--- src/rtl/req_ack_sync_fifo_pkg.sv ---
// Shared types and defaults for the req/ack synchronous FIFO (package fifo_pkg).
// Handshake FSM encoding plus default width/depth used by the top module.
package fifo_pkg;

  typedef enum logic {
    HS_IDLE     = 1'b0,
    HS_WAIT_REL = 1'b1
  } hs_state_e;

  localparam int FIFO_DEF_WIDTH = 32;
  localparam int FIFO_DEF_DEPTH = 16;

endpackage

--- src/rtl/req_ack_sync_fifo_port.sv ---
// One req/ack handshake port: single-shot (one transfer per req assertion)
// or stream (one transfer per cycle while req is held and cond allows it).
module req_ack_port
  import fifo_pkg::*;
(
  input  logic clk,
  input  logic rst,
  input  logic req,
  input  logic stream_mode,
  input  logic cond,
  output logic ack,
  output logic ack_pulse
);

  hs_state_e state_q, state_d;
  logic      ack_pulse_q;

  assign ack       = req & cond & (state_q == HS_IDLE);
  assign ack_pulse = ack_pulse_q;

  always_comb begin
    // NOTE: default assignment first so no path through the case leaves state_d unassigned (no latch).
    state_d = state_q;
    case (state_q)
      HS_IDLE:     if (ack && !stream_mode) state_d = HS_WAIT_REL;
      HS_WAIT_REL: if (!req) state_d = HS_IDLE;
      default:     state_d = HS_IDLE;
    endcase
  end

  // NOTE: sequential state uses non-blocking assignments so every register samples pre-edge values.
  always_ff @(posedge clk) begin
    if (rst) begin
      state_q     <= HS_IDLE;
      ack_pulse_q <= 1'b0;
    end else begin
      state_q     <= state_d;
      ack_pulse_q <= ack;
    end
  end

endmodule

--- src/rtl/req_ack_sync_fifo.sv ---
// Single-clock circular FIFO with req/ack push and pop ports, first-word fall-through.
// Optional REQ_ACK_FIFO_LEVEL_EN adds a registered occupancy output fifo_level.
module req_ack_sync_fifo
  import fifo_pkg::*;
#(
  parameter  int WIDTH = FIFO_DEF_WIDTH,
  parameter  int DEPTH = FIFO_DEF_DEPTH,
  localparam int AW    = $clog2(DEPTH)
) (
  input  logic             clk,
  input  logic             rst,
  input  logic             push_req,
  input  logic             push_stream_mode,
  input  logic [WIDTH-1:0] push_data_in,
  output logic             push_ack,
  output logic             push_ack_pulse,
  output logic             fifo_full,
  input  logic             pop_req,
  input  logic             pop_stream_mode,
  output logic             pop_ack,
  output logic             pop_ack_pulse,
  output logic [WIDTH-1:0] pop_data_out,
  output logic             fifo_empty
`ifdef REQ_ACK_FIFO_LEVEL_EN
  ,
  output logic [AW:0]      fifo_level
`endif
);

  localparam logic [AW:0] PTR_ONE  = (AW + 1)'(1);
  localparam logic [AW:0] FULL_XOR = {1'b1, {AW{1'b0}}};

  logic [WIDTH-1:0] mem_q [DEPTH];
  logic [AW:0]      wr_ptr_q, wr_ptr_d;
  logic [AW:0]      rd_ptr_q, rd_ptr_d;
  logic             full_q, full_d;
  logic             empty_q, empty_d;
  logic             seen_wr_q;

  req_ack_port u_push_port (
    .clk         (clk),
    .rst         (rst),
    .req         (push_req),
    .stream_mode (push_stream_mode),
    .cond        (~full_q),
    .ack         (push_ack),
    .ack_pulse   (push_ack_pulse)
  );

  req_ack_port u_pop_port (
    .clk         (clk),
    .rst         (rst),
    .req         (pop_req),
    .stream_mode (pop_stream_mode),
    .cond        (~empty_q),
    .ack         (pop_ack),
    .ack_pulse   (pop_ack_pulse)
  );

  // Flags are computed from the next pointers so they are registered but never lag a transfer.
  always_comb begin
    wr_ptr_d = push_ack ? (wr_ptr_q + PTR_ONE) : wr_ptr_q;
    rd_ptr_d = pop_ack  ? (rd_ptr_q + PTR_ONE) : rd_ptr_q;
    full_d   = ((wr_ptr_d ^ rd_ptr_d) == FULL_XOR);
    empty_d  = (wr_ptr_d == rd_ptr_d);
  end

  always_ff @(posedge clk) begin
    if (rst) begin
      wr_ptr_q  <= '0;
      rd_ptr_q  <= '0;
      full_q    <= 1'b0;
      empty_q   <= 1'b1;
      seen_wr_q <= 1'b0;
    end else begin
      wr_ptr_q  <= wr_ptr_d;
      rd_ptr_q  <= rd_ptr_d;
      full_q    <= full_d;
      empty_q   <= empty_d;
      if (push_ack) seen_wr_q <= 1'b1;
    end
  end

  // NOTE: the storage array has no reset; reset only blocks the write so stale data stays put.
  always_ff @(posedge clk) begin
    if (push_ack && !rst) mem_q[wr_ptr_q[AW-1:0]] <= push_data_in;
  end

  // Stale contents surviving a reset are hidden until the first new write.
  assign pop_data_out = seen_wr_q ? mem_q[rd_ptr_q[AW-1:0]] : '0;
  assign fifo_full    = full_q;
  assign fifo_empty   = empty_q;

`ifdef REQ_ACK_FIFO_LEVEL_EN
  logic [AW:0] level_q, level_d;

  always_comb begin
    level_d = level_q;
    case ({push_ack, pop_ack})
      2'b10:   level_d = level_q + PTR_ONE;
      2'b01:   level_d = level_q - PTR_ONE;
      default: level_d = level_q;
    endcase
  end

  always_ff @(posedge clk) begin
    if (rst) level_q <= '0;
    else     level_q <= level_d;
  end

  assign fifo_level = level_q;
`endif

endmodule
--- config.mk ---
export PLATFORM = sky130hd
export DESIGN_NAME = req_ack_sync_fifo
export DESIGN_NICKNAME = d
export VERILOG_FILES = /design/src/rtl/req_ack_sync_fifo_pkg.sv /design/src/rtl/req_ack_sync_fifo_port.sv /design/src/rtl/req_ack_sync_fifo.sv
export SDC_FILE = /design/constraint.sdc
export NUM_CORES = 1
export LEC_CHECK = 0
export BUFFER_PORTS_ARGS = -buffer_cell sky130_fd_sc_hd__buf_2
export CORE_MARGIN = 1.5
export CORE_UTILIZATION = 30
export DETAILED_ROUTE_END_ITERATION = 7
export GPL_ROUTABILITY_DRIVEN = 0
export GPL_TIMING_DRIVEN = 1
export SLEW_MARGIN = 10
export SYNTH_ARGS = -nofsm -noshare
export SYNTH_HDL_FRONTEND = slang
export SYNTH_HIERARCHICAL = 1
export SYNTH_SLANG_ARGS = --single-unit
--- constraint.sdc ---
create_clock -name clk -period 3.4 [get_ports clk]
set_input_delay 0 -clock clk [delete_from_list [all_inputs] [get_ports clk]]
set_output_delay 0 -clock clk [all_outputs]
set_load 0.01 [all_outputs]
# Word level (Yosys, flattened, before mapping)
# Memory sizes are Yosys's and may differ from the RTL's. A register that Yosys moved wholly into a read port is not among the register bits.
# Index checks and enable logic that the tools add are counted.
# classes
addsub,2
n_reduce_logical,6
eq_ne,2
bitwise,9
muxes,12
# op_table
op,n
$mux W32,1
$add A5 B1 Y5 const B,2
$mux W5,2
$mux W1,6
$eq A5 B5 Y1,1
$eq A5 B5 Y1 const B,1
$xor A5 B5 Y5,1
$and A1 B1 Y1,4
$mux W4,1
$not A1 Y1,4
$pmux W1 S2,2
$logic_and A1 B1 Y1,3
$logic_not A1 Y1,3
# totals
out_inout_bits,38
elab_cells,41
register_bits,17
n_memories,1
ramBits,512
in_bits,38
# memory_table
memory,words,width,read_ports,rd_ports_with_merged_regs,wr,line_no,source
mem_q,16,32,1,1,1,req_ack_sync_fifo.sv:33,logic [WIDTH-1:0] mem_q [DEPTH];

# Logic depth before layout (Yosys ltp)
# Gate-level depths: netlist (run 1).
# depth
ltp_word,6
ltp_mapped,8
depth_no_buf,7

# Cells and area by module
# The synthesis (run 1) kept the hierarchy.
# by_module_without_submodules
mod,cells_per_inst,seq_area_each_um2,area_per_inst_um2,instances
req_ack_sync_fifo,874,15635.0,19990.4,1
req_ack_port,8,40.0,72.6,2

# Least setup slack after synthesis (run 1)
# Ideal clock, no wire load.
# synth_path
kind,register to register
startpoint,"reg full_q, in the netlist fifo_full"
endpoint,"mem mem_q[0][0] (netlist bit), enable pin"
n_path_buf,1
path_stages_with_launch,8
slack_ps,1048
t_arrival_ps,1960
t_required_ps,3008
setup_ps,392
period_less_slack_ps,2352
cell_sequence,dfxtp_1 inv_1 nand2_1 nor2_1 buf_4 nand2b_1 nor3_1 and2_1
# synth_via
elab_chain_cells,6
# synth_rtl
element,line_no,source
start: declaration,req_ack_sync_fifo.sv:36,"logic full_q, full_d;"
start signal: assignment,req_ack_sync_fifo.sv:78,full_q <= full_d;
$not A1 Y1,req_ack_sync_fifo.sv:45,".cond (~full_q),"
$and A1 B1 Y1 (2 in series),req_ack_sync_fifo_port.sv:18,assign ack = req & cond & (state_q == HS_IDLE);
net push_ack,req_ack_sync_fifo.sv:15,"output logic push_ack,"
$logic_and A1 B1 Y1,req_ack_sync_fifo.sv:86,if (push_ack && !rst) mem_q[wr_ptr_q[AW-1:0]] <= push_data_in;
$mux W1,req_ack_sync_fifo.sv:86,
$mux W1 (implied by the code),req_ack_sync_fifo.sv:86,
end: declaration,req_ack_sync_fifo.sv:33,
# The timed path passes the listed nets, and every way through them passes these cells.

==> results of run 1 <==
[repair_timing]
item | in CTS | in global routing
hold buffers | 37 | 0
setup buffers | 0 | 0
endpoints found under the hold margin | 529 | 0
[cells by family after synthesis]
group | share of synthesized area
multiplexers | 0.144
XOR/XNOR | 0.00435
flip-flops | 0.780
AO/OA/AOI/OAI | 0.0394
adder cells (fa/ha/maj) | 0.00311
buffers and inverters | 0.0137
AND/OR/NAND/NOR | 0.0149
[cell type report]
| cell class | count | area (µm²) |
|---|---|---|
| Clock buffer | 58 | 1350 |
| Clock inverter | 41 | 310 |
| Fill cell | 6089 | 42300 |
| Inverter | 7 | 26.3 |
| Multi-Input combinational cell | 303 | 4190 |
| Sequential cell | 529 | 15700 |
| Tap cell | 864 | 1080 |
| Timing Repair Buffer | 146 | 1090 |
[tightest hold or removal path, stage by stage]
cell	delay, ns
dlygate4sd3_1	0.53
buf_2	0.13
nand2_1	0.08
nor3_1	0.04
[layer usage]
layer,wire length (µm),GRT usage
met5,0,0
met4,982,0.0387
met3,1950,0.0223
met2,22400,0.223
met1,18900,0.173
[path summary, 6_finish.rpt]
check                      start                     to  cells after the start
max                  rd_ptr_q[1]       pop_data_out[23]                      5
min                      pop_req   u_pop_port/ack_pulse                      4
max reg2reg            fifo_full            mem_q[0][0]                      7
min reg2reg  u_push_port/state_q  u_push_port/ack_pulse                      1
[power by group through the flow]
| stage | registers [mW] | clock network [mW] | logic (mW) |
|---|---|---|---|
| global route | 7.25 | 5.90 | 1.15 |
| finish | 7.25 | 5.53 | 1.05 |
| floorplan | 7.36 | 0 | 0.721 |
| global placement | 7.39 | 0 | 1.03 |
| detailed placement | 7.39 | 0 | 1.05 |
| CTS | 7.25 | 5.66 | 1.08 |
[cell usage after synthesis, types with 3 or more instances]
cell / count / area, µm²
buf_2: 10 / 50.1
nor2_1: 15 / 56.3
and2_1: 17 / 106
xor2_1: 8 / 70.1
nand4_1: 4 / 25.0
a21boi_1: 33 / 248
buf_4: 8 / 60.1
clkbuf_1: 28 / 105
mux4_2: 128 / 2880
ha_1: 5 / 62.6
a22oi_1: 64 / 480
nor3_1: 4 / 20.0
nor2b_1: 4 / 25.0
inv_1: 7 / 26.3
edfxtp_1: 512 / 15400
nand2_1: 4 / 15.0
buf_1: 3 / 11.3
dfxtp_1: 17 / 340
[registers in the layout, summed over array words and instances (netlist names)]
name,flops
rd_ptr_q,5
fifo_empty,1
u_push_port/ack_pulse,1
u_pop_port/state_q,1
mem_q,512
u_pop_port/ack_pulse,1
wr_ptr_q,5
fifo_full,1
u_push_port/state_q,1
seen_wr_q,1
==> flow_metrics.py, run 1 <==
metrics = {
    "run_status": {
        "outcome": "completed",
    },
    "sta": {
        "hold_violations": 0,
        "min_period_over_period": 0.803,
        "tightest_slew_ns": 1.11,
        "slew_viol_final": 0,
        "setup_tns_ns": 0,
        "layout_min_cycle_time_ns": 2.73,
        "finalWorstSetupSlack_ns": 0.670,
        "setup_viol": 0,
        "max_slew_margin": 0.258,
        "skew_ns": 0.0136,
        "fmax_ghz": 0.366,
        "whs_ns": 0.239,
        "rsz0062_at_grt": "no",
    },
    "place": {
        "portBuffers": 75,
        "dpl_worst_slack_ns": 0.941,
        "place_area_mm2": 0.0217,
        "hpwl_mm": 26.7,
        "place_inst": 1812,
    },
    "clock_tree": {
        "clockBufferDepth": 3,
        "clk_pin_slew_ns": 0.06,
        "post_cts_resized": 0,
        "clk_latency_ns": 0.60,
        "cts_buffers": 53,
        "cts_sinks": 529,
        "htree_levels": 2,
        "cts_root_buf": "clkbuf_16",
        "cts_tree": "yes",
    },
    "setup_path": {
        "crit_slowest_cell": "and2_2",
        "end_kind": "output pin",
        "critPathMaxFanout": 20,
        "timing_worst_setup_path_type": "reg2out",
        "critPathRequiredTime_ns": 3.40,
        "critPathTopFamily": "simple AND/OR/NAND/NOR gates",
        "path_cells": "and2_2 -> buf_4 -> a22oi_1 -> a21boi_1 -> buf_2",
        "path_buf_inv": 2,
        "crit_path_start_kind": "flop",
        "arrival_ns": 2.73,
        "critPathMaxStageDelay_ns": 0.64,
        "reg2reg_slack_ns": 0.98,
    },
    "pwr": {
        "switchingPower_mw": 3.00,
        "pwr-share-clk": 0.400,
        "power.share.combinational": 0.076,
        "pwr-share-seq": 0.524,
        "p_sw_frac": 0.217,
        "power.density_mw_per_mm2": 582,
        "ir_worst_vdd_mv": 0.456,
        "power.internal_mw": 10.8,
        "p_leak_nw": 7.43,
        "power_mw": 13.8,
    },
    "synthesis": {
        "dominantRegCellSynth": "edfxtp_1",
        "netlist_instances": 890,
        "synth_warnings": 6,
        "syn_area_mm2": 0.0201,
        "ys_ff_latch": 529,
        "synth.net_count": 933,
        "synth_cell_types": 33,
        "synth_edf_count": 512,
        "ys_seq_area_frac": 0.780,
        "postSynthAreaPerCell_um2": 22.6,
        "async_flop_share": 0,
    },
    "cells_and_area": {
        "utilization": 0.360,
        "n_antenna_cell": 0,
        "syn2layout_area_growth_pct": 18.0,
        "nets": 1083,
        "final_cells": 1948,
        "drive_gt1_frac": 0.315,
        "final_cell_mix": "edfxtp_1 (512), mux4_2 (128), buf_2 (75), a22oi_1 (64), clkbuf_16 (53)",
        "layout_commonest_cell": "edfxtp_1",
        "final_area_mm2": 0.0238,
    },
    "drt": {
        "wl_mm": 44.3,
        "post_drt_wl_per_cell_um": 22.7,
        "vias": 9327,
        "vias_per_cell": 4.79,
        "dr.pass1.iters": 5,
        "drc_errors": 0,
        "antenna_left": 0,
        "dr.first_iter.drc_count": 818,
    },
    "floorplan": {
        "die_y_um": 262,
        "core_mm2": 0.0661,
        "start_util": 0.305,
        "die_area_mm2": 0.0687,
        "num_rows": 94,
        "ioPinCount": 76,
        "fp.dieW_um": 262,
    },
    "grt": {
        "first_global_vias": 9989,
        "grt_pass1_wl_mm": 66.0,
        "grt_use_total": 0.131,
        "antenna_found_initial": 0,
        "overflow": 0,
        "grt_max_degree": 53,
    },
    "hold_path": {
        "hold_path.class": "in2reg",
    },
    "run": {
        "drv_cap": 0,
    },
}
(Power assumes the default switching activity.)
==> run 2, diff against run 1 <==
- clock period: 3.4 -> 2.6 ns (I/O delays scaled with it)
==> run 2 against run 1 <==
  * Total power increased by 30%
  * Via count increased by 1.8%
  * Non-clock buffer count increased by 21
  * Critical path depth increased by 1
  * First-iteration DRC count decreased by 11%
  * Sequential share of layout area decreased by 0.70 points
  * Cell area increased by 1.1%
  * Critical endpoint is now pop_data_out[2]
  * Largest cell class unchanged
==> flow_metrics.py, run 2 (same netlist as run 1, synthesis figures left out) <==
metrics = {
    "clock_tree": {
        "cts_tree": "yes",
        "htree_levels": 2,
        "cts_root_buf": "clkbuf_16",
        "cts_buffers": 51,
        "clk_latency_ns": 0.58,
        "clk_pin_slew_ns": 0.06,
        "clockBufferDepth": 3,
        "cts_sinks": 529,
    },
    "cells_and_area": {
        "fillers": 6074,
        "nets": 1102,
        "n_antenna_cell": 0,
        "syn2layout_area_growth_pct": 19.3,
        "utilization": 0.363,
        "largest_reg_flops": 512,
        "layout_commonest_cell": "edfxtp_1",
        "drive_gt1_frac": 0.324,
        "final_cell_mix": "edfxtp_1 (512), mux4_2 (128), buf_2 (75), a22oi_1 (62), clkbuf_16 (54)",
        "final_area_mm2": 0.0240,
    },
    "drt": {
        "antenna_left": 0,
        "dr.pass1.iters": 5,
        "post_drt_wl_per_cell_um": 22.9,
        "wl_mm": 44.8,
        "vias": 9494,
        "dr.first_iter.drc_count": 726,
        "drc_errors": 0,
        "vias_per_cell": 4.84,
    },
    "sta": {
        "setup_tns_ns": 0,
        "max_slew_margin": 0.672,
        "tightest_slew_ns": 0.490,
        "whs_ns": 0.256,
        "fmax_ghz": 0.401,
        "setup_viol": 0,
        "layout_min_cycle_time_ns": 2.49,
        "hold_violations": 0,
        "min_period_over_period": 0.959,
        "slew_viol_final": 0,
        "skew_ns": 0.00758,
        "rsz0062_at_grt": "no",
    },
    "floorplan": {
        "start_util": 0.305,
        "die_area_mm2": 0.0687,
        "num_rows": 94,
        "fp.dieW_um": 262,
        "core_mm2": 0.0661,
        "ioPinCount": 76,
        "die_y_um": 262,
    },
    "pwr": {
        "ir_worst_vdd_mv": 0.518,
        "power.density_mw_per_mm2": 749,
        "pwr-share-clk": 0.392,
        "power_mw": 18.0,
        "switchingPower_mw": 3.82,
        "pwr-share-seq": 0.525,
        "power.internal_mw": 14.2,
        "p_sw_frac": 0.212,
        "p_leak_nw": 7.53,
        "power.share.combinational": 0.083,
    },
    "grt": {
        "grt_max_degree": 59,
        "grt_pass1_wl_mm": 66.9,
        "grt_use_total": 0.133,
        "antenna_found_initial": 0,
        "overflow": 0,
        "first_global_vias": 10161,
    },
    "setup_path": {
        "crit_start": "rd_ptr_q[0]",
        "end_kind": "output pin",
        "arrival_ns": 2.49,
        "timing_worst_setup_path_type": "reg2out",
        "critPathMaxFanout": 16,
        "crit_path_start_kind": "flop",
        "critPathRequiredTime_ns": 2.60,
        "r2r-start": "fifo_empty",
    },
    "place": {
        "place_area_mm2": 0.0219,
        "portBuffers": 75,
        "hpwl_mm": 25.2,
    },
    "hold_path": {
        "hold_path.class": "in2reg",
        "min-delay-start": "push_req",
    },
    "run_status": {
        "outcome": "completed",
    },
    "run": {
        "drv_cap": 0,
    },
}
[run 2: cell count changes in the layout (fill, tap and decap cells not counted), moves of 3 or more]
cell,delta
clkinv_2,-5
buf_16,+3
clkinvlp_4,+3
clkinv_4,-3
buf_12,+6
buf_4,+10
[run 2: area by class of cell]
type                    count  area [µm²]  share of cell area
flip-flops and latches    529       15700               0.655
multi-input cells         303        4200               0.175
repair buffers            167        1400              0.0584
clock buffers              60        1350              0.0563
well taps                 864        1080              0.0450
clock inverters            32         233             0.00969
inverters                   7        26.3             0.00109
[run 2: repair_timing]
item / CTS / global route
gates cloned: 1 / 1
hold buffers: 37 / 0
hold endpoints to repair: 529 / 0
setup endpoints to repair: 7 / 16
gates resized for setup: 2 / 7
setup buffers: 3 / 3
[run 2: worst max-delay path, stage by stage (launching register included)]
cell and delay, ns:
dfxtp_4 0.41, buf_12 0.18, buf_16 0.20, mux4_2 0.52
a22oi_1 0.27, a21boi_1 0.15, buf_2 0.17
[run 2: power groups by stage]
| stage | Combinational (mW) | Sequential, mW | Clock (mW) |
|---|---|---|---|
| finish | 1.49 | 9.45 | 7.06 |
| global route | 1.63 | 9.45 | 7.55 |
| CTS | 1.51 | 9.45 | 7.24 |
| detailed placement | 1.38 | 9.64 | 0 |
| global placement | 1.37 | 9.63 | 0 |
| floorplan | 0.942 | 9.62 | 0 |
[run 2: final timing paths]
path,endpoint,slack (ns),cells after the start
min reg2reg,u_push_port/ack_pulse,0.46,1
max,pop_data_out[2],0.11,6
min,u_push_port/ack_pulse,0.26,4
max reg2reg,fifo_full,0.48,7
[run 2: stage by stage]
step                      instances  setup WS [ns]
after detailed placement       1826          0.469
after CTS                      1959         0.0201
after global routing           1962        0.00461
final                          1962          0.108
after global placement         1826          0.546
after floorplan                 890          0.248
[run 2: metal layers]
layer,vias up,routed length (µm),GRT usage
met5,-,0,0
met3,60,2010,0.0213
met4,0,855,0.0348
met1,5086,19100,0.175
met2,235,22900,0.229
li1,4113,-,-
